File: src/rtl/uart_frame_tx.sv
// ---------------------------------------------------------------------------
// uart_frame_tx
// Serial UART transmitter for the System_Core telemetry link. A one-cycle
// (or held) transmit strobe captures tx_data, and the byte is shifted out
// LSB-first as start / data / optional parity / stop bits.
//
// Ports
//   clk       in   system clock, rising edge
//   rst       in   asynchronous active-low reset
//   transmit  in   start request, sampled at each rising edge while idle
//   tx_data   in   data word, captured together with an accepted request
//   tx        out  serial line, idle high (registered)
//   busy      out  high from the accepting edge to the end of the last stop bit
//   done      out  one-cycle pulse in the cycle after the last stop bit
// ---------------------------------------------------------------------------
module uart_frame_tx #(
    parameter int CLKS_PER_BIT = 868,
    parameter int DATABITS     = 8,
    parameter int PARITY       = 0,
    parameter int STOPBITS     = 1
) (
    input  logic                clk,
    input  logic                rst,
    input  logic                transmit,
    input  logic [DATABITS-1:0] tx_data,
    output logic                tx,
    output logic                busy,
    output logic                done
);

    localparam int            BW         = $clog2(CLKS_PER_BIT);
    localparam logic [BW-1:0] BAUD_LAST  = BW'(CLKS_PER_BIT - 1);
    localparam logic [2:0]    DATA_LAST  = 3'(DATABITS - 1);
    localparam logic [2:0]    STOP_LAST  = 3'(STOPBITS - 1);
    localparam logic          HAS_PARITY = (PARITY != 0);
    localparam logic          ODD_PARITY = (PARITY == 2);

    localparam logic [2:0] ST_IDLE   = 3'd0;
    localparam logic [2:0] ST_START  = 3'd1;
    localparam logic [2:0] ST_DATA   = 3'd2;
    localparam logic [2:0] ST_PARITY = 3'd3;
    localparam logic [2:0] ST_STOP   = 3'd4;

    // Parity bit over the captured word; odd parity is the inverse of even.
    function automatic logic frame_parity(input logic [DATABITS-1:0] d,
                                          input logic                odd);
        return (^d) ^ odd;
    endfunction

    logic [2:0]          state_q, state_d;
    logic [BW-1:0]       baud_q, baud_d;
    logic [2:0]          bit_q, bit_d;
    logic [DATABITS-1:0] shift_q, shift_d;
    logic                par_q, par_d;
    logic                tx_q, tx_d;
    logic                busy_q, busy_d;
    logic                done_q, done_d;
    logic                baud_wrap_s;
    logic [BW-1:0]       baud_next_s;

    // Frame sequencing: the baud counter wraps at the terminal count and every
    // bit/state advance happens on that wrap.
    always_comb begin
        state_d     = state_q;
        baud_d      = baud_q;
        bit_d       = bit_q;
        shift_d     = shift_q;
        par_d       = par_q;
        done_d      = 1'b0;
        baud_wrap_s = (baud_q == BAUD_LAST);
        if (baud_wrap_s) begin
            baud_next_s = {BW{1'b0}};
        end else begin
            baud_next_s = baud_q + {{(BW-1){1'b0}}, 1'b1};
        end

        case (state_q)
            ST_IDLE: begin
                if (transmit) begin
                    shift_d = tx_data;
                    par_d   = frame_parity(tx_data, ODD_PARITY);
                    bit_d   = 3'd0;
                    baud_d  = {BW{1'b0}};
                    state_d = ST_START;
                end else begin
                    state_d = ST_IDLE;
                end
            end
            ST_START: begin
                baud_d = baud_next_s;
                if (baud_wrap_s) begin
                    bit_d   = 3'd0;
                    state_d = ST_DATA;
                end else begin
                    state_d = ST_START;
                end
            end
            ST_DATA: begin
                baud_d = baud_next_s;
                if (baud_wrap_s) begin
                    shift_d = {1'b0, shift_q[DATABITS-1:1]};
                    if (bit_q == DATA_LAST) begin
                        bit_d   = 3'd0;
                        state_d = HAS_PARITY ? ST_PARITY : ST_STOP;
                    end else begin
                        bit_d = bit_q + 3'd1;
                    end
                end else begin
                    state_d = ST_DATA;
                end
            end
            ST_PARITY: begin
                baud_d = baud_next_s;
                if (baud_wrap_s) begin
                    bit_d   = 3'd0;
                    state_d = ST_STOP;
                end else begin
                    state_d = ST_PARITY;
                end
            end
            ST_STOP: begin
                baud_d = baud_next_s;
                if (baud_wrap_s) begin
                    if (bit_q == STOP_LAST) begin
                        bit_d   = 3'd0;
                        state_d = ST_IDLE;
                        done_d  = 1'b1;
                    end else begin
                        bit_d = bit_q + 3'd1;
                    end
                end else begin
                    state_d = ST_STOP;
                end
            end
            default: begin
                state_d = ST_IDLE;
                baud_d  = {BW{1'b0}};
                bit_d   = 3'd0;
            end
        endcase
    end

    // Line level is decoded from the next state so that tx is a plain
    // register and changes exactly on bit boundaries.
    always_comb begin
        busy_d = (state_d != ST_IDLE);
        case (state_d)
            ST_IDLE:   tx_d = 1'b1;
            ST_START:  tx_d = 1'b0;
            ST_DATA:   tx_d = shift_d[0];
            ST_PARITY: tx_d = par_d;
            ST_STOP:   tx_d = 1'b1;
            default:   tx_d = 1'b1;
        endcase
    end

    // State, counters and registered outputs; reset drops the line high at once.
    always_ff @(posedge clk or negedge rst) begin
        if (!rst) begin
            state_q <= ST_IDLE;
            baud_q  <= {BW{1'b0}};
            bit_q   <= 3'd0;
            shift_q <= {DATABITS{1'b0}};
            par_q   <= 1'b0;
            tx_q    <= 1'b1;
            busy_q  <= 1'b0;
            done_q  <= 1'b0;
        end else begin
            state_q <= state_d;
            baud_q  <= baud_d;
            bit_q   <= bit_d;
            shift_q <= shift_d;
            par_q   <= par_d;
            tx_q    <= tx_d;
            busy_q  <= busy_d;
            done_q  <= done_d;
        end
    end

    assign tx   = tx_q;
    assign busy = busy_q;
    assign done = done_q;

endmodule

File: config.mk
export PLATFORM = sky130hd
export DESIGN_NAME = uart_frame_tx
export DESIGN_NICKNAME = d
export VERILOG_FILES = /design/src/rtl/uart_frame_tx.sv
export SDC_FILE = /design/constraint.sdc
export NUM_CORES = 1
export LEC_CHECK = 0
export ABC_AREA = 1
export CAP_MARGIN = 20
export CORE_MARGIN = 2
export CORE_UTILIZATION = 56
export CTS_CLUSTER_DIAMETER = 200
export DETAILED_ROUTE_END_ITERATION = 16
export GPL_TIMING_DRIVEN = 0
export MAX_ROUTING_LAYER = met4
export PLACE_DENSITY_LB_ADDON = 0.2
export SLEW_MARGIN = 5
export SYNTH_ARGS = -nofsm -noshare
export SYNTH_HDL_FRONTEND = slang
export SYNTH_SLANG_ARGS = --single-unit
File: constraint.sdc
create_clock -name clk -period 1.9 [get_ports clk]
set_input_delay 0.57 -clock clk [delete_from_list [all_inputs] [get_ports clk]]
set_output_delay 0.57 -clock clk [all_outputs]
set_load 0.05 [all_outputs]
Word level (Yosys, flattened, before mapping)
Cells that the tools add are included.

Register bits: 28. Input port bits: 11. Output and inout port bits: 3. Logic and storage cells: 60.

Add/sub/neg operators: 2. Equality and inequality tests: 13. Muxes and demuxes: 27. Reductions and logical operators: 9.

Operators with widths (count): 3-bit 2-to-1 mux (11); 10-bit 2-to-1 mux (2); 10-bit one-hot mux with 2 select lines (1); 8-bit 2-to-1 mux (2); 8-bit one-hot mux with 2 select lines (1); 3-bit one-hot mux with 5 select lines (1); 3-bit by 2-bit == test with 1-bit output, second input constant (4); 3-bit one-hot mux with 4 select lines (1); 10-bit by 1-bit adder with 10-bit output, second input constant (1); 10-bit == test, second input constant (1); 8-bit parity (1); 3-bit by 1-bit == test with 1-bit output, second input constant (2); 3-bit == test, second input constant (2); 3-bit logical NOT (2); 1-bit 2-to-1 mux (6); 2-bit != test, second input constant (3); 4-bit AND reduction (1); 4-bit OR reduction (1); 3-bit by 1-bit adder with 3-bit output, second input constant (1); 1-bit one-hot mux with 3 select lines (1); 3-bit AND reduction (1); 3-bit nonzero test (1); 2-bit 2-to-1 mux (1); 2-bit by 1-bit != test with 1-bit output, second input constant (1); 2 further kinds (2).

Logic depth before layout (Yosys ltp)
Gate-level depths: netlist of the first run.

Depth after elaboration: 6. Mapped depth: 11. Depth with buffers taken out: 11.

Least setup slack after synthesis of the first run
No wires, ideal clock.

Kind: register to register. From: register baud_q[0]. To: register bit_q[1]. Setup time: 0.074 ns. Data arrival time: 1.337 ns. Required time: 1.826 ns. Setup slack: 0.490 ns. Cell stages (with the launch flop): 10. Path buffers: 0. Clock period less this slack: 1.410 ns. Cell sequence: dfrtp_1 > ha_1 > nand2_1 > nor2_2 > nand3_2 > o21ai_2 > nand2_4 > clkinv_8 > nand3_1 > o21ai_2.

Word-level cells in the longest chain between the ends: 3. Elaborated cells between the ends (all ways): 5. Classes of those cells: eq/ne (4); reduce/logical (1).

Ends and longest elaborated chain: from (decl) (RTL line 51) `logic [BW-1:0] baud_q, baud_d;`; from (signal assigned) (RTL line 161) `baud_q <= {BW{1'b0}};`; from (signal assigned) (RTL line 170) `baud_q <= baud_d;`; 10-bit == test * (RTL line 70) `baud_wrap_s = (baud_q == BAUD_LAST);`; 2-bit != test (no source line) / 2-bit by 1-bit != test with 1-bit output (equally long branches); 4-bit AND reduction (no source line) *; to (signal assigned) (RTL line 171) `bit_q <= bit_d;`; to (decl) (RTL line 52) `logic [2:0] bit_q, bit_d;`.

Mark *: on every way between the ends. The rest lies on a longest branch, timed or not. A chain may end at the register's enable or synchronous reset.

Worst setup path in the final report of the first run
From: register tx_q, in the netlist tx. To: output port tx.

RTL lines: from (decl) (RTL line 55) `logic tx_q, tx_d;`; from (signal assigned) (RTL line 174) `tx_q <= tx_d;`; to (decl) (RTL line 26) `output logic tx,`.

No word-level cell between the ends.

==> implementation parameters, run 1 <==
Parameter                              Value

Status
  Status    complete, no violations

Logic synthesis
  Mapped Cells    237
  Most used flip-flop cell after synthesis    sky130_fd_sc_hd__dfrtp_1
  Post-synthesis cell type with the largest combined area    sky130_fd_sc_hd__dfrtp_1
  Proportion of netlist area held by the largest area contributor    0.386
  Sequential area share after synthesis    0.401
  Ys Warns    0
  Cell Area, Synth    1750 um2
  Synth Area per Inst    7.38 um2
  Most instantiated library cell after synthesis    sky130_fd_sc_hd__nand2_1
  Register bit total from synthesis    28
  Post-synth ARST share    1.00
  Main area contributors after synthesis    sky130_fd_sc_hd__dfrtp_1 (39%), sky130_fd_sc_hd__nand2_1 (16%), sky130_fd_sc_hd__inv_1 (6.7%), sky130_fd_sc_hd__nand3_1 (5.2%), sky130_fd_sc_hd__nor2_1 (4.3%)
  Post-synth EDFFs    0
  Synth cell count leaders    sky130_fd_sc_hd__nand2_1 (76), sky130_fd_sc_hd__inv_1 (31), sky130_fd_sc_hd__dfrtp_1 (27), sky130_fd_sc_hd__nor2_1 (20), sky130_fd_sc_hd__nand3_1 (18)
  Net count of the mapped netlist    252
  Distinct cell type count of the synthesized netlist    30

Cells and area
  Post-route design area    2000 um2
  Final #Nets    271
  Area growth from synthesis to layout    14.4%
  Layout cell share with drive strength beyond 1    0.141
  Area used by multi-input combinational logic    880 um2
  Diodes inserted    0
  Fillcell total    269
  Register cell area after layout    702 um2
  Post-layout util    0.667

Die
  Floorplan die area    3590 um2
  Starting Density    0.583
  Row Count    20
  Die Y-Extent    59.9 um
  Placeable core region    3000 um2
  X dimension of the die    59.9 um
  Number of primary I/O pins    14

STA
  Tightest slew margin relative to the limit    0.578
  Number of max-slew violations in the final report    0
  Clock period minus final worst setup slack    1790 ps
  Finish-stage setup viols    0
  Final period util    0.944
  Setup repair after global routing missed its margin    no
  Slew at the pin with the worst max-slew slack    631 ps
  Total Negative Setup Slacks    0 ps
  Final critical-path setup slack    106 ps
  Hold Violations, Final    0
  Fmax achieved    0.557 GHz
  Worst clock skew    5.62 ps

Detailed routing
  Remaining antenna violation count after routing    0
  Initial DRT Pass Iterations    4
  Total number of vias    1,416
  Total Routed Length    3130 um
  Number of DRC markers after the initial detailed-route iteration    74
  Vias per std cell    4.92
  Number of DRC violations after detailed routing    0
  Average wire length per cell after detail routing    10.9 um

Run
  Max Cap Viol    0

Critical path
  Critical path's largest stage delay    540 ps
  Required time of the worst setup path    1330 ps
  Top cell family by delay on the critical path    flip-flops
  Sequence of cells on the critical path    clkdlybuf4s15_2
  Arrival time reported for the critical path endpoint    1220 ps
  Max FO, Critical Path    1
  Library cell contributing the largest single delay on the critical path    sky130_fd_sc_hd__dfstp_2
  Setup CP Type    register to primary output
  Kind of end point of the critical path    primary output
  Total buffers and inverters traversed by the critical path    1
  Startpoint kind of the worst setup timing path    register

Power
  Power density over cell area    837 nW/um2
  Relative contribution of combinational cells to total power    0.274
  Share of total power in the clock network    0.235
  Net Switching    559 uW
  Static Leakage    1.04 nW
  Highest ir drop seen on vdd    405 uV
  Sequential group share of total power    0.490
  Switching Fraction    0.334
  Cell-internal power    1.12 mW

Clocking
  Buffer depth of the longest clock path    2
  TritonCTS Sinks    28
  Clock tree root buffer cell    sky130_fd_sc_hd__clkbuf_4
  TritonCTS clock tree    done
  Setup bufs post-CTS    0
  Clock insertion delay at the later pin of the skew report    330 ps
  Clk slew on worst S/H paths    150 ps
  Number of buffers created by CTS    3
  H-tree level count    1

Global route
  Global-route total usage across every layer    0.208
  Largest net degree at the start of global routing    18
  Global-route wire length before repair    5520 um
  Via count of the first global-routing pass    1,278
  Global route overflow    0
  Number of antenna violations at the first check in global routing    0

Placement
  Pre-CTS setup slack    23.5 ps
  Dpl hpwl    2520 um
  GPL Wtd Cong    0.927
  Port-buffer cells    13
  Cell area reported after detailed placement    1950 um2

Hold path
  Type of the worst min-delay path    register to register
[routing by layer]
metal  track usage  share of wire  routed length, um  vias to the layer above
li1              -              -                  -                      779
met1         0.281           0.49               1530                      621
met2         0.326           0.48               1510                       14
met3        0.0195          0.015                 48                        2
met4        0.0762          0.011                 34                        0
met5             -              0                  0                        -
[stage by stage]
step / power, mW / hold WS, ps / instances
2_1_floorplan: 1.16 / 274 / 237
3_3_place_gp: 1.27 / 464 / 283
3_5_place_dp: 1.29 / 470 / 284
4_1_cts: 1.68 / 506 / 288
5_1_grt: 1.79 / 527 / 288
6_report: 1.67 / 500 / 288
[sequential cells by signal, summed over array words and instances, names as in the netlist]
register / cells
par_q: 1
tx: 1
baud_q: 10
shift_q: 8
bit_q: 3
busy: 1
state_q: 3
done: 1
[cell type report]
| type | count | share of cell area |
|---|---|---|
| clock inverter | 1 | 0.0150 |
| timing repair buffer | 14 | 0.0781 |
| multi-input combinational | 168 | 0.439 |
| buffer | 1 | 0.00375 |
| inverter | 40 | 0.0813 |
| clock buffer | 3 | 0.0113 |
| sequential | 28 | 0.351 |
| tap | 33 | 0.0206 |
[power by group through the flow]
stage | logic (mW) | clock network [mW] | registers, mW
6_report | 0.460 | 0.394 | 0.821
5_1_grt | 0.528 | 0.419 | 0.839
4_1_cts | 0.462 | 0.403 | 0.819
3_5_place_dp | 0.462 | 0 | 0.827
3_3_place_gp | 0.444 | 0 | 0.828
2_1_floorplan | 0.336 | 0 | 0.823
[final timing paths]
path	startpoint	slack, ps	endpoint	depth (start not counted)
worst max-delay path	tx$_DFF_PN1_	110	tx	1
worst min-delay path	shift_q[1]$_DFFE_PN0P_	500	shift_q[1]$_DFFE_PN0P_	2
worst max register to register	baud_q[0]$_DFFE_PN0P_	240	shift_q[5]$_DFFE_PN0P_	8
worst min register to register	shift_q[1]$_DFFE_PN0P_	500	shift_q[1]$_DFFE_PN0P_	2
max in group asynchronous	rst	800	baud_q[7]$_DFFE_PN0P_	2
min in group asynchronous	rst	610	shift_q[7]$_DFFE_PN0P_	1
[cells in the final DEF, fill, tap and decap left out, types with 2 or more instances in the layout]
cell type,n
sky130_fd_sc_hd__dlygate4sd2_1,2
sky130_fd_sc_hd__nor2_1,20
sky130_fd_sc_hd__nor3_4,2
sky130_fd_sc_hd__xor2_1,5
sky130_fd_sc_hd__o21ai_0,2
sky130_fd_sc_hd__ha_1,3
sky130_fd_sc_hd__nand2_1,76
sky130_fd_sc_hd__nand3_1,18
sky130_fd_sc_hd__a31oi_1,2
sky130_fd_sc_hd__a21oi_1,6
sky130_fd_sc_hd__inv_2,8
sky130_fd_sc_hd__clkbuf_4,3
sky130_fd_sc_hd__dfrtp_1,27
sky130_fd_sc_hd__inv_1,31
sky130_fd_sc_hd__nor2_2,2
sky130_fd_sc_hd__o21ai_1,3
sky130_fd_sc_hd__nor3_1,5
sky130_fd_sc_hd__xnor2_1,2
sky130_fd_sc_hd__clkdlybuf4s50_1,10
sky130_fd_sc_hd__o21ai_2,5
sky130_fd_sc_hd__nand3_2,3
sky130_fd_sc_hd__nand4_1,3
sky130_fd_sc_hd__nand2_2,3
[logic make-up after synthesis]
kind of cell	Yosys count	share of synthesized area
AND/OR/NAND/NOR	136	0.362
buffers and inverters	41	0.0973
flip-flops	28	0.401
AO/OA/AOI/OAI	21	0.0758
XOR/XNOR	7	0.0351
adder cells (fa/ha/maj)	4	0.0286
[what timing repair did]
item                                    CTS  global route
gates resized for setup                   5             1
endpoints found under the setup margin    3             1
hold buffers                              0             0
gates cloned                              0             0
Power figures use the tool's default switching activity.
==> run 2, diff against run 1 <==
==> constraint.sdc (replaced) <==
create_clock -name clk -period 1.9 [get_ports clk]
set_input_delay 0.19 -clock clk [delete_from_list [all_inputs] [get_ports clk]]
set_output_delay 0.19 -clock clk [all_outputs]
set_load 0.05 [all_outputs]
==> implementation parameters, run 2 (synthesized netlist as in run 1, its figures left out) <==
Parameter                              Value

Status
  Status    complete, no violations

Placement
  Dpl hpwl    2520 um
  Port-buffer cells    13
  GPL Wtd Cong    0.927
  Number of instances in the placed design    284
  Cell area reported after detailed placement    1950 um2

Cells and area
  Max FFs per register    10
  Final #Nets    271
  Post-layout util    0.667
  Area growth from synthesis to layout    14.5%
  Commonest non-fill, non-tap cell in the layout    sky130_fd_sc_hd__nand2_1
  Top flop regs    baud_q x10, shift_q x8
  Post-route design area    2000 um2
  Register with the highest flop count    baud_q
  Diodes inserted    0
  Number of standard cells in the final layout excluding fillers    288
  Layout cell share with drive strength beyond 1    0.137
  Leading cell types in the layout, fill and taps excluded    sky130_fd_sc_hd__nand2_1 (76), sky130_fd_sc_hd__inv_1 (31), sky130_fd_sc_hd__dfrtp_1 (27), sky130_fd_sc_hd__nor2_1 (20), sky130_fd_sc_hd__nand3_1 (18)

Clocking
  Clock insertion delay at the later pin of the skew report    330 ps
  TritonCTS Sinks    28
  TritonCTS clock tree    done
  H-tree level count    1
  Buffer depth of the longest clock path    2
  Clk slew on worst S/H paths    160 ps
  Number of buffers created by CTS    3
  Clock tree root buffer cell    sky130_fd_sc_hd__clkbuf_4
  Setup bufs post-CTS    0

Critical path
  Required time of the worst setup path    1710 ps
  Kind of end point of the critical path    primary output
  Worst setup path endpoint    tx
  Worst R2R Setup Slack    240 ps
  Reg2reg end    shift_q[5]$_DFFE_PN0P_
  Number of cell instances on the worst register-to-register path    8
  Top cell family by delay on the critical path    buffers and inverters
  Reg2reg start    baud_q[0]$_DFFE_PN0P_
  Setup CP Type    register to primary output
  Max FO, Critical Path    1
  Total buffers and inverters traversed by the critical path    1
  CP startpoint    tx$_DFF_PN1_
  Arrival time reported for the critical path endpoint    1650 ps
  Startpoint kind of the worst setup timing path    register
  Instance count on the critical path    1
  Critical path's largest stage delay    790 ps
  Sequence of cells on the critical path    clkdlybuf4s50_1
  Library cell contributing the largest single delay on the critical path    sky130_fd_sc_hd__clkdlybuf4s50_1

STA
  Worst clock skew    7.20 ps
  Final period util    0.970
  Number of max-slew violations in the final report    0
  Hold Violations, Final    0
  Tightest slew margin relative to the limit    0.578
  Clock period minus final worst setup slack    1840 ps
  Setup repair after global routing missed its margin    no
  Slew at the pin with the worst max-slew slack    631 ps
  Total Negative Setup Slacks    0 ps
  Fmax achieved    0.542 GHz
  Finish-stage setup viols    0

Detailed routing
  Number of DRC violations after detailed routing    0
  Average wire length per cell after detail routing    10.9 um
  Total Routed Length    3130 um
  Number of DRC markers after the initial detailed-route iteration    74
  Remaining antenna violation count after routing    0
  Total number of vias    1,415
  Initial DRT Pass Iterations    4
  Vias per std cell    4.91

Die
  Floorplan die area    3590 um2
  Number of primary I/O pins    14
  Row Count    20
  Die Y-Extent    59.9 um
  X dimension of the die    59.9 um
  Placeable core region    3000 um2
  Starting Density    0.583

Run
  Max Cap Viol    0

Global route
  Largest net degree at the start of global routing    18
  Global-route total usage across every layer    0.208
  Via count of the first global-routing pass    1,278
  Number of antenna violations at the first check in global routing    0
  Global-route met3 utilization    0.0195
  Met1 routing resource usage after global routing    0.281
  Global route overflow    0
  Global-route wire length before repair    5520 um
  GR Util met2    0.326
  Most used routing layer    met2

Power
  Power Total    1.68 mW
  Static Leakage    1.04 nW
  Power density over cell area    838 nW/um2
  Highest ir drop seen on vdd    405 uV

Hold path
  Type of the worst min-delay path    input pin to async pin
## run 2: changes by cell type in the layout (fill, tap and decap cells not counted)
cell / before / now
sky130_fd_sc_hd__dlygate4sd2_1: 2 / 0
sky130_fd_sc_hd__clkdlybuf4s50_1: 10 / 13
sky130_fd_sc_hd__clkdlybuf4s15_2: 1 / 0
## run 2: how the worst min path moves through the flow
| stage | startpoint | endpoint | slack [ps] | depth (start not counted) |
|---|---|---|---|---|
| final | rst | shift_q[7]$_DFFE_PN0P_ | 220 | 1 |
| after global routing | rst | shift_q[2]$_DFFE_PN0P_ | 270 | 1 |
| after CTS | rst | shift_q[2]$_DFFE_PN0P_ | 250 | 1 |
| after detailed placement | shift_q[1]$_DFFE_PN0P_ | shift_q[1]$_DFFE_PN0P_ | 470 | 2 |
| after global placement | shift_q[2]$_DFFE_PN0P_ | shift_q[2]$_DFFE_PN0P_ | 460 | 2 |
| after floorplan | rst | baud_q[0]$_DFFE_PN0P_ | -110 | 0 |
## run 2: power by group
| group | switching [mW] | internal [mW] |
|---|---|---|
| Sequential | 0.104 | 0.717 |
| Combinational | 0.274 | 0.187 |
| Clock | 0.182 | 0.213 |
## run 2: stage by stage
step,setup slack (ps),hold slack (ps)
floorplan,490,-106
global placement,205,464
detailed placement,234,470
CTS,35.0,246
global route,9.53,265
finish,56.3,224
## run 2: layout make-up
| class | instances | area (um2) |
|---|---|---|
| Clock buffer | 3 | 22.5 |
| Sequential cell | 28 | 702 |
| Clock inverter | 1 | 30.0 |
| Tap cell | 33 | 41.3 |
| Multi-Input combinational cell | 168 | 880 |
| Timing Repair Buffer | 14 | 158 |
| Inverter | 40 | 163 |
| Buffer | 1 | 7.51 |
| Fill cell | 266 | 1000 |
## run 2: routing by layer
layer / vias to the layer above / part of all wire / wire, um
met1: 619 / 0.49 / 1530
li1: 779 / - / -
met2: 15 / 0.48 / 1510
met5: - / 0 / 0
met4: 0 / 0.011 / 34
met3: 2 / 0.016 / 51
## run 2: repair_timing
item / 4_1_cts / 5_1_grt
endpoints found under the hold margin: 0 / 0
endpoints found under the setup margin: 0 / 1
resized for setup: 0 / 1
hold buffers: 0 / 0
==> run 3, diff against run 2 <==
--- a/config.mk
+++ b/config.mk
@@ -7,14 +7,14 @@
 export LEC_CHECK = 0
 export ABC_AREA = 1
 export CAP_MARGIN = 20
-export CORE_MARGIN = 2
+export CORE_MARGIN = 3
 export CORE_UTILIZATION = 56
 export CTS_CLUSTER_DIAMETER = 200
+export CTS_CLUSTER_SIZE = 40
 export DETAILED_ROUTE_END_ITERATION = 16
 export GPL_TIMING_DRIVEN = 0
 export MAX_ROUTING_LAYER = met4
 export PLACE_DENSITY_LB_ADDON = 0.2
-export SLEW_MARGIN = 5
 export SYNTH_ARGS = -nofsm -noshare
 export SYNTH_HDL_FRONTEND = slang
 export SYNTH_SLANG_ARGS = --single-unit
==> implementation parameters, run 3 (synthesized netlist as in run 1, its figures left out) <==
Parameter                              Value

Status
  Status    complete, no violations

Critical path
  Top cell family by delay on the critical path    buffers and inverters
  Critical path's largest stage delay    800 ps
  Startpoint kind of the worst setup timing path    register
  Worst R2R Setup Slack    300 ps
  Max FO, Critical Path    1
  Reg2reg start    baud_q[0]$_DFFE_PN0P_
  Required time of the worst setup path    1710 ps
  CP startpoint    tx$_DFF_PN1_
  Total buffers and inverters traversed by the critical path    1
  Number of cell instances on the worst register-to-register path    9
  Instance count on the critical path    1
  Worst setup path endpoint    tx
  Setup CP Type    register to primary output
  Sequence of cells on the critical path    clkdlybuf4s50_1
  Reg2reg end    bit_q[1]$_DFFE_PN0P_
  Kind of end point of the critical path    primary output
  Arrival time reported for the critical path endpoint    1680 ps
  Library cell contributing the largest single delay on the critical path    sky130_fd_sc_hd__clkdlybuf4s50_1

Clocking
  H-tree level count    1
  Number of buffers created by CTS    3
  Clk slew on worst S/H paths    150 ps
  Buffer depth of the longest clock path    2
  Clock insertion delay at the later pin of the skew report    330 ps
  TritonCTS Sinks    28
  Clock tree root buffer cell    sky130_fd_sc_hd__clkbuf_4
  TritonCTS clock tree    done

STA
  Fmax achieved    0.534 GHz
  Number of max-slew violations in the final report    0
  Final period util    0.986
  Tightest slew margin relative to the limit    0.529
  Hold Violations, Final    0
  Slew at the pin with the worst max-slew slack    704 ps
  Finish-stage setup viols    0
  Final Hold Slack    259 ps
  Total Negative Setup Slacks    0 ps
  Worst clock skew    3.40 ps
  Clock period minus final worst setup slack    1870 ps
  Setup repair after global routing missed its margin    no

Placement
  GPL Wtd Cong    0.847
  Port-buffer cells    13
  Dpl hpwl    2500 um

Detailed routing
  Remaining antenna violation count after routing    0
  Vias per std cell    4.90
  Average wire length per cell after detail routing    10.4 um
  Total number of vias    1,456
  Number of DRC violations after detailed routing    0
  Number of DRC markers after the initial detailed-route iteration    54
  Initial DRT Pass Iterations    4
  Total Routed Length    3080 um

Die
  Number of primary I/O pins    14
  Floorplan die area    3830 um2
  X dimension of the die    61.9 um
  Placeable core region    2880 um2
  Die Y-Extent    61.9 um
  Row Count    19
  Starting Density    0.608

Cells and area
  Max FFs per register    10
  Fillcell total    254
  Layout cell share with drive strength beyond 1    0.133
  Leading cell types in the layout, fill and taps excluded    sky130_fd_sc_hd__nand2_1 (76), sky130_fd_sc_hd__inv_1 (31), sky130_fd_sc_hd__dfrtp_1 (27), sky130_fd_sc_hd__nor2_1 (20), sky130_fd_sc_hd__nand3_1 (18)
  Diodes inserted    0
  Area used by multi-input combinational logic    882 um2
  Final #Nets    271
  Top flop regs    baud_q x10, shift_q x8
  Area growth from synthesis to layout    13.8%
  Commonest non-fill, non-tap cell in the layout    sky130_fd_sc_hd__nand2_1
  Register cell area after layout    702 um2
  Register with the highest flop count    baud_q

Hold path
  Type of the worst min-delay path    input pin to async pin

Power
  Highest ir drop seen on vdd    480 uV
  Static Leakage    1.03 nW
  Power density over cell area    772 nW/um2

Global route
  Largest net degree at the start of global routing    16
  Via count of the first global-routing pass    1,337
  Number of antenna violations at the first check in global routing    0
  Global-route total usage across every layer    0.200
  Global-route wire length before repair    5560 um
  Global route overflow    0

Run
  Max Cap Viol    0
[run 3: changes by cell type in the layout (fill, tap and decap cells not counted), sizes merged]
cell | previous run | this run
bufinv | 1 | 0
clkbuf | 3 | 4
[run 3: worst min-delay path by stage]
stage,start,end,slack (ps),depth (start not counted)
after floorplan,rst,baud_q[0]$_DFFE_PN0P_,-110,0
after global placement,shift_q[2]$_DFFE_PN0P_,shift_q[2]$_DFFE_PN0P_,470,2
after detailed placement,shift_q[1]$_DFFE_PN0P_,shift_q[1]$_DFFE_PN0P_,480,2
after CTS,rst,baud_q[6]$_DFFE_PN0P_,280,1
after global routing,rst,baud_q[6]$_DFFE_PN0P_,310,1
final,rst,baud_q[6]$_DFFE_PN0P_,260,1
[run 3: metal layers]
metal | global-route usage | vias to the layer above | share of wire
met2 | 0.324 | 12 | 0.46
met5 | - | - | 0
met1 | 0.255 | 663 | 0.50
met3 | 0.0269 | 4 | 0.022
li1 | - | 777 | -
met4 | 0.0727 | 0 | 0.016
[run 3: what timing repair did]
item | in CTS | in global routing
hold buffers | 0 | 0
gates resized for setup | 0 | 1
setup endpoints to repair | 0 | 3
setup buffers | 0 | 0
[run 3: per-stage QoR]
stage,util,setup WS [ps],total power [mW],area [um2],instances
3_5_place_dp,0.681,244,1.29,1960,293
5_1_grt,0.692,9.92,1.66,1990,297
3_3_place_gp,0.672,203,1.27,1930,292
6_report,0.692,27.4,1.54,1990,297
2_1_floorplan,-,490,1.16,1750,237
4_1_cts,0.690,20.3,1.54,1990,297
[run 3: worst register-to-register path, delay by kind of cell, from the launching register on]
| kind | cells | cell delay [ps] |
|---|---|---|
| fa+ha+maj | 1 | 270 |
| compound gates | 2 | 180 |
| buf+inv | 1 | 90 |
| flops | 1 | 430 |
| simple gates | 5 | 560 |
[run 3: area by class of cell]
class,count,share of cell area
repair buffers,14,0.0792
clock buffers,4,0.0132
plain buffers,1,0.00377
flip-flops and latches,28,0.353
multi-input cells,168,0.443
well taps,42,0.0264
inverters,40,0.0817
[run 3: where the power goes]
| group | leakage, nW | internal, mW | switching [mW] |
|---|---|---|---|
| clock network | 0.0150 | 0.0825 | 0.176 |
| logic | 0.662 | 0.185 | 0.275 |
| registers | 0.354 | 0.717 | 0.102 |
| total | 1.03 | 0.985 | 0.553 |
